**config.mk**
```make
export PLATFORM = sky130hd
export DESIGN_NAME = sp_mem_ctrl
export DESIGN_NICKNAME = d
export VERILOG_FILES = /design/src/rtl/sp_mem_ctrl.sv
export SDC_FILE = /design/constraint.sdc
export NUM_CORES = 1
export LEC_CHECK = 0
export BUFFER_PORTS_ARGS = -buffer_cell sky130_fd_sc_hd__buf_2
export CAP_MARGIN = 10
export CORE_ASPECT_RATIO = 0.75
export CORE_MARGIN = 1.5
export CORE_UTILIZATION = 43
export CTS_BUF_LIST = sky130_fd_sc_hd__clkbuf_4
export DETAILED_ROUTE_END_ITERATION = 10
export MAX_ROUTING_LAYER = met4
export PLACE_DENSITY = 0.78
export SETUP_SLACK_MARGIN = 0.02
export SYNTH_ARGS = -nofsm -noshare
export SYNTH_HDL_FRONTEND = slang
export SYNTH_SLANG_ARGS = --single-unit
```
**constraint.sdc**
```tcl
create_clock -name clk -period 1.8 [get_ports clk]
set_input_delay 0.18 -clock clk [delete_from_list [all_inputs] [get_ports clk]]
set_output_delay 0.18 -clock clk [all_outputs]
set_load 0.02 [all_outputs]
```
**src/rtl/sp_mem_ctrl.sv**
```systemverilog
// Request/response front end for a single-port RAM with one-cycle registered read.
// Optional power-up zero sweep of the RAM when SP_MEM_CTRL_INIT_EN is defined.
module sp_mem_ctrl #(
    parameter int unsigned ABITS = 4,
    parameter int unsigned WIDTH = 8
) (
    input  logic             clk,
    input  logic             rst,
    input  logic             req_valid,
    output logic             req_ready,
    input  logic             req_we,
    input  logic [ABITS-1:0] req_addr,
    input  logic [WIDTH-1:0] req_wdata,
    output logic             rsp_valid,
    input  logic             rsp_ready,
    output logic [WIDTH-1:0] rsp_rdata,
    output logic             mem_wren,
    output logic             mem_rden,
    output logic [ABITS-1:0] mem_addr,
    output logic [WIDTH-1:0] mem_wdata,
    input  logic [WIDTH-1:0] mem_rdata,
    output logic             busy
);

    localparam int unsigned CNT_W = 2;

    logic             pend_q, pend_d;
    logic [CNT_W-1:0] cnt_q, cnt_d;
    logic [WIDTH-1:0] data0_q, data0_d;
    logic [WIDTH-1:0] data1_q, data1_d;
    logic             run_c;
    logic             acc_c;
    logic             push_c;
    logic             pop_c;
    logic [ABITS-1:0] init_addr_c;

`ifdef SP_MEM_CTRL_INIT_EN
    typedef enum logic {ST_INIT, ST_RUN} state_t;

    state_t           state_q, state_d;
    logic [ABITS-1:0] init_addr_q, init_addr_d;

    always_ff @(posedge clk or posedge rst) begin
        if (rst) begin
            state_q     <= ST_INIT;
            init_addr_q <= '0;
        end else begin
            state_q     <= state_d;
            init_addr_q <= init_addr_d;
        end
    end

    // Sweep every address once, then hand over to normal operation.
    always_comb begin
        state_d     = state_q;
        init_addr_d = init_addr_q;
        if (state_q == ST_INIT) begin
            init_addr_d = init_addr_q + ABITS'(1);
            if (&init_addr_q) begin
                state_d = ST_RUN;
            end
        end
    end

    assign run_c       = (state_q == ST_RUN);
    assign busy        = (state_q == ST_INIT);
    assign init_addr_c = init_addr_q;
`else
    assign run_c       = 1'b1;
    assign busy        = 1'b0;
    assign init_addr_c = '0;
`endif

    always_ff @(posedge clk or posedge rst) begin
        if (rst) begin
            pend_q  <= 1'b0;
            cnt_q   <= '0;
            data0_q <= '0;
            data1_q <= '0;
        end else begin
            pend_q  <= pend_d;
            cnt_q   <= cnt_d;
            data0_q <= data0_d;
            data1_q <= data1_d;
        end
    end

    assign rsp_rdata = data0_q;

    always_comb begin
        rsp_valid = (cnt_q != '0);
        pop_c     = rsp_valid && rsp_ready;
        // Credit covers both the read in flight and the buffered responses.
        req_ready = run_c && !rst
                    && (((3'(pend_q) + 3'(cnt_q)) < 3'd2) || pop_c);
        acc_c     = req_valid && req_ready;

        mem_wren  = 1'b0;
        mem_rden  = 1'b0;
        mem_addr  = '0;
        mem_wdata = '0;
        if (!rst) begin
            if (run_c) begin
                mem_addr  = req_addr;
                mem_wdata = req_wdata;
                mem_wren  = acc_c && req_we;
                mem_rden  = acc_c && !req_we;
            end else begin
                mem_wren  = 1'b1;
                mem_addr  = init_addr_c;
            end
        end

        pend_d  = mem_rden;
        push_c  = pend_q;

        cnt_d   = cnt_q;
        data0_d = data0_q;
        data1_d = data1_q;
        // Two-entry shift FIFO: data0 is always the head.
        case ({push_c, pop_c})
            2'b10: begin
                if (cnt_q == 2'd0) begin
                    data0_d = mem_rdata;
                end else begin
                    data1_d = mem_rdata;
                end
                cnt_d = cnt_q + 2'd1;
            end
            2'b01: begin
                data0_d = data1_q;
                cnt_d   = cnt_q - 2'd1;
            end
            2'b11: begin
                if (cnt_q == 2'd1) begin
                    data0_d = mem_rdata;
                end else begin
                    data0_d = data1_q;
                    data1_d = mem_rdata;
                end
            end
            default: begin
            end
        endcase
    end

endmodule

```
# After elaboration in Yosys (flattened, before gate mapping)
# Index checks and enable logic that the tools add are counted.
[totals] register_bits=19 in_bits=25 output_inout_bits=25 elab_cells=41
[classes] n_addsub=3 n_lt_le_gt_ge=1 n_eq_ne=7 mux=11 reduce_logical=15
[ops] cell="2-to-1 mux 8 bit" n=5
[ops] cell="case mux 8 bit (3 select lines)" n=1
[ops] cell="case mux 8 bit (2 select lines)" n=1
[ops] cell="!= test 2 bit (second input constant)" n=3
[ops] cell="nonzero test 2 bit" n=3
[ops] cell="logical AND 1 bit" n=5
[ops] cell="equality test 2 x 1 -> 1 bit (second input constant)" n=2
[ops] cell="equality test 2 bit (second input constant)" n=2
[ops] cell="2-to-1 mux 4 bit" n=1
[ops] cell="case mux 2 bit (2 select lines)" n=1
[ops] cell="adder 1 x 2 -> 3 bit" n=1
[ops] cell="< comparator 3 x 2 -> 1 bit (second input constant)" n=1
[ops] cell="AND reduction 3 bit" n=1
[ops] cell="nonzero test 3 bit" n=1
[ops] cell="adder 2 x 1 -> 2 bit (second input constant)" n=1
[ops] cell="zero test 1 bit" n=2
[ops] cell="zero test 2 bit" n=1
[ops] cell="2-to-1 mux 1 bit" n=2
[ops] cell="AND reduction 2 bit" n=1
[ops] cell="subtractor 2 x 1 -> 2 bit (second input constant)" n=1
[ops] cell="logical OR 1 bit" n=1

# Longest topological paths before layout
[logic_depth] word_depth=7 depth_mapped=8 depth_no_buf=8

# Worst setup path before layout
# Ideal clock, no wire load.
[synth_timing] path_type="reg2reg" from="reg cnt_q[0]" to="reg data1_q[0]" arrival_time_ns=1.910 required_time_ns=1.675 slack_ns=-0.234 stages_incl_launch_ff=9 path_buffers=0 synth_period_minus_slack_ns=2.034 path_cell_list="dfrtp_1 inv_1 ha_1 nor2b_1 inv_1 ha_1 nor2b_1 o21ai_4 mux2_2"
[synth_between] elab_chain_len=5
[synth_rtl] item="from (decl)" line_no="28" source="logic [CNT_W-1:0] cnt_q, cnt_d;"
[synth_rtl] item="from (signal assigned)" line_no="82" source="cnt_q <= cnt_d;"
[synth_rtl] item="nonzero test 2 bit" line_no="91" source="rsp_valid = (cnt_q != '0);"
[synth_rtl] item="logical AND 1 bit" line_no="92" source="pop_c = rsp_valid && rsp_ready;"
[synth_rtl] item="equality test 2 bit" line_no="121" source="case ({push_c, pop_c})"
[synth_rtl] item="!= test 2 bit (no line) or nonzero test 2 bit (tied branches)"
[synth_rtl] item="AND reduction 3 bit (no line)"
[synth_rtl] item="to (signal assigned)" line_no="84" source="data1_q <= data1_d;"
[synth_rtl] item="to (decl)" line_no="30" source="logic [WIDTH-1:0] data1_q, data1_d;"
# Parallel ways exist; a longest one is shown, timed or not.
# A chain may end at the register's enable or synchronous reset.

# Worst setup path after layout
[layout_timing] from="reg cnt_q[1]" to="reg data1_q[1]"
# The elaborated chain is that of the path after synthesis.

==> run metrics <==
Final min period=1.79 ns; area grow syn2layout=44.8%; required time worst endpoint=2.00 ns; first-pass GRT wire length=4080 um; Synth top area share=0.451; Layout Cells excl Fill=196; Gate Count Post-Synth=105; initial antenna violation count=0; critical path type=register to register; vias per cell=4.69; clk buf depth=2; core area=2310 um2; Yosys top cell by area=dfrtp_1; PwrDens=1410 nW/um2; routed vias=920; RSZ-0062 raised after global routing=true; Final Slew Violations=0; Inserted Clock Buffers=3; IO Pins=50; Slew HR=0.533; Root Buffer=clkbuf_4; Synth Register Bits=19; placed cells=187; clk sink count=19; # setup viols final=0; Final ANT Viol Nets=0; diode count=0; Synth area leaders=dfrtp_1, nor2b_1, mux2_2; main combinational cell family by area after synthesis=simple AND/OR/NAND/NOR gates; GRT Total Usage=0.205; DRC=0; drt pass-1 iters=4; Final nets=194; htree depth=1; Simple-Gate Fraction of Synth Area=0.176; setup TNS=0 ns; vias in the first global route=888; Die Y=45.9 um; post-DR wirelength/cell=13.0 um; crit path launch type=register; Leak=0.797 nW; total grt overflow=0; CTS tree=done; synth cell count leaders=dfrtp_1, nor2b_1, nand2_1; run status=completed; final core occ=0.662; HP Class=input pin to asynchronous set/reset pin; layout cells sized above 1=0.512; Die Area=2760 um2; max_cap viols=0; Initial Util=0.457; adder-cell area share of the yosys netlist=0.0712; DP Wirelength=1870 um; DIE WIDTH=60.2 um; count leader, synth=dfrtp_1; xor/xnor share of the synthesized area=0.0166; critical path fanouts, max=6; Setup crit end kind=register; Worst-Margin Slew=0.699 ns; period utilization=0.996; Hold Vio Cnt, Final=0; number of flops mapped to enable cells by yosys=0; register area share after synthesis=0.451; DRT Wirelength=2560 um; yosys warns=0; syn_nets=136; post-synthesis compound-gate area fraction=0.135; DR iter-0 viols=32; Max Clock Freq=558 MHz; Arr. time, crit path=1.99 ns; Setup Skew=0.00341 ns; synth unique cells=21; port bufs=48; largest net degree at the start of global routing=20; post-synthesis mux area share=0.0996; clock slew at reported path FFs=0.11 ns; Main synth FF type=dfrtp_1; std cell rows=15; mean post-synth cell area=10.0 um2; Post-Syn Area=1050 um2; ys async rst share=1.00; Peak VDD IR=917 uV; Placer Congestion=0.784; clk_lat worst skew=0.30 ns
## cell usage in the layout (no fill, tap or decap), types with 2 or more instances in the layout
| cell | instances |
|---|---|
| buf_2 | 46 |
| dfrtp_1 | 19 |
| nor2b_1 | 12 |
| nand2_1 | 10 |
| mux2_4 | 9 |
| o21ai_0 | 9 |
| nor2_1 | 8 |
| a31oi_1 | 8 |
| buf_4 | 8 |
| ha_1 | 4 |
| inv_1 | 3 |
| inv_2 | 3 |
| clkbuf_4 | 3 |
| buf_6 | 3 |
| nor2b_4 | 2 |
| xnor2_1 | 2 |
| ha_4 | 2 |
## metal layers
| metal | global-route usage | routed length, um | up-vias |
|---|---|---|---|
| met1 | 0.250 | 1100 | 431 |
| met2 | 0.357 | 1350 | 24 |
| met5 | - | 0 | - |
| met3 | 0.0511 | 99 | 2 |
| li1 | - | - | 463 |
| met4 | 0.0267 | 6 | 0 |
## final timing paths
| kind | from | end | slack [ns] | depth (start not counted) |
|---|---|---|---|---|
| setup / recovery | cnt_q[1] | data1_q[1] | 0.007 | 9 |
| hold / removal | rst | data1_q[1] | 0.09 | 2 |
| setup reg to reg | cnt_q[1] | data1_q[1] | 0.007 | 9 |
| hold reg to reg | data1_q[2] | data1_q[2] | 0.52 | 1 |
| max in group asynchronous | rst | pend_q | 1.26 | 2 |
| min in group clk | mem_rdata[0] | data1_q[0] | 0.13 | 2 |
## cells by family after synthesis
family,Yosys count
and+or+nand+nor,36
other,1
DFF,19
adders and majority gates,6
muxes,9
buffers and inverters,11
AOI/OAI and AO/OA,21
xor gates and xnor gates,2
## layout make-up
| type | instances | area (um2) |
|---|---|---|
| Clock buffer | 3 | 22.5 |
| Sequential cell | 19 | 475 |
| Tap cell | 34 | 42.5 |
| Multi-Input combinational cell | 75 | 616 |
| Inverter | 6 | 22.5 |
| Clock inverter | 1 | 5.00 |
| Fill cell | 186 | 781 |
| Timing Repair Buffer | 58 | 344 |
## per-stage QoR
stage | cell area [um2] | power (mW) | hold WS, ns | worst slack (ns)
2_1_floorplan | 1120 | 1.55 | 0.329 | -0.0209
3_3_place_gp | 1420 | 1.82 | 0.433 | 0.00943
3_5_place_dp | 1420 | 1.87 | 0.436 | -0.0660
4_1_cts | 1510 | 2.15 | 0.116 | -0.00751
5_1_grt | 1530 | 2.34 | 0.104 | -0.0684
6_report | 1530 | 2.15 | 0.0939 | 0.00672
## what timing repair did
item                       CTS  global route
pin swaps                    3             3
setup endpoints to repair    9            17
buffers inserted             5             0
resized for setup            3             5
hold buffers                 0             0
## report_power, final
part | total [mW] | leakage, nW | switching, mW | internal [mW]
clock network | 0.218 | 0.0177 | 0.135 | 0.0828
logic | 1.19 | 0.555 | 0.605 | 0.587
registers | 0.744 | 0.224 | 0.109 | 0.635
## critical path, stage by stage (launching register included)
cell and delay, ns:
dfrtp_1 0.37, inv_2 0.05, ha_4 0.16, nor2b_4 0.15, inv_2 0.07, ha_4 0.16
nor2b_4 0.12, o21ai_4 0.16, buf_12 0.15, mux2_4 0.30
## flip-flops by register name, indices dropped and copies added (netlist names)
name	flops
data1_q	8
rsp_rdata	8
cnt_q	2
pend_q	1
(Power assumes the default switching activity.)
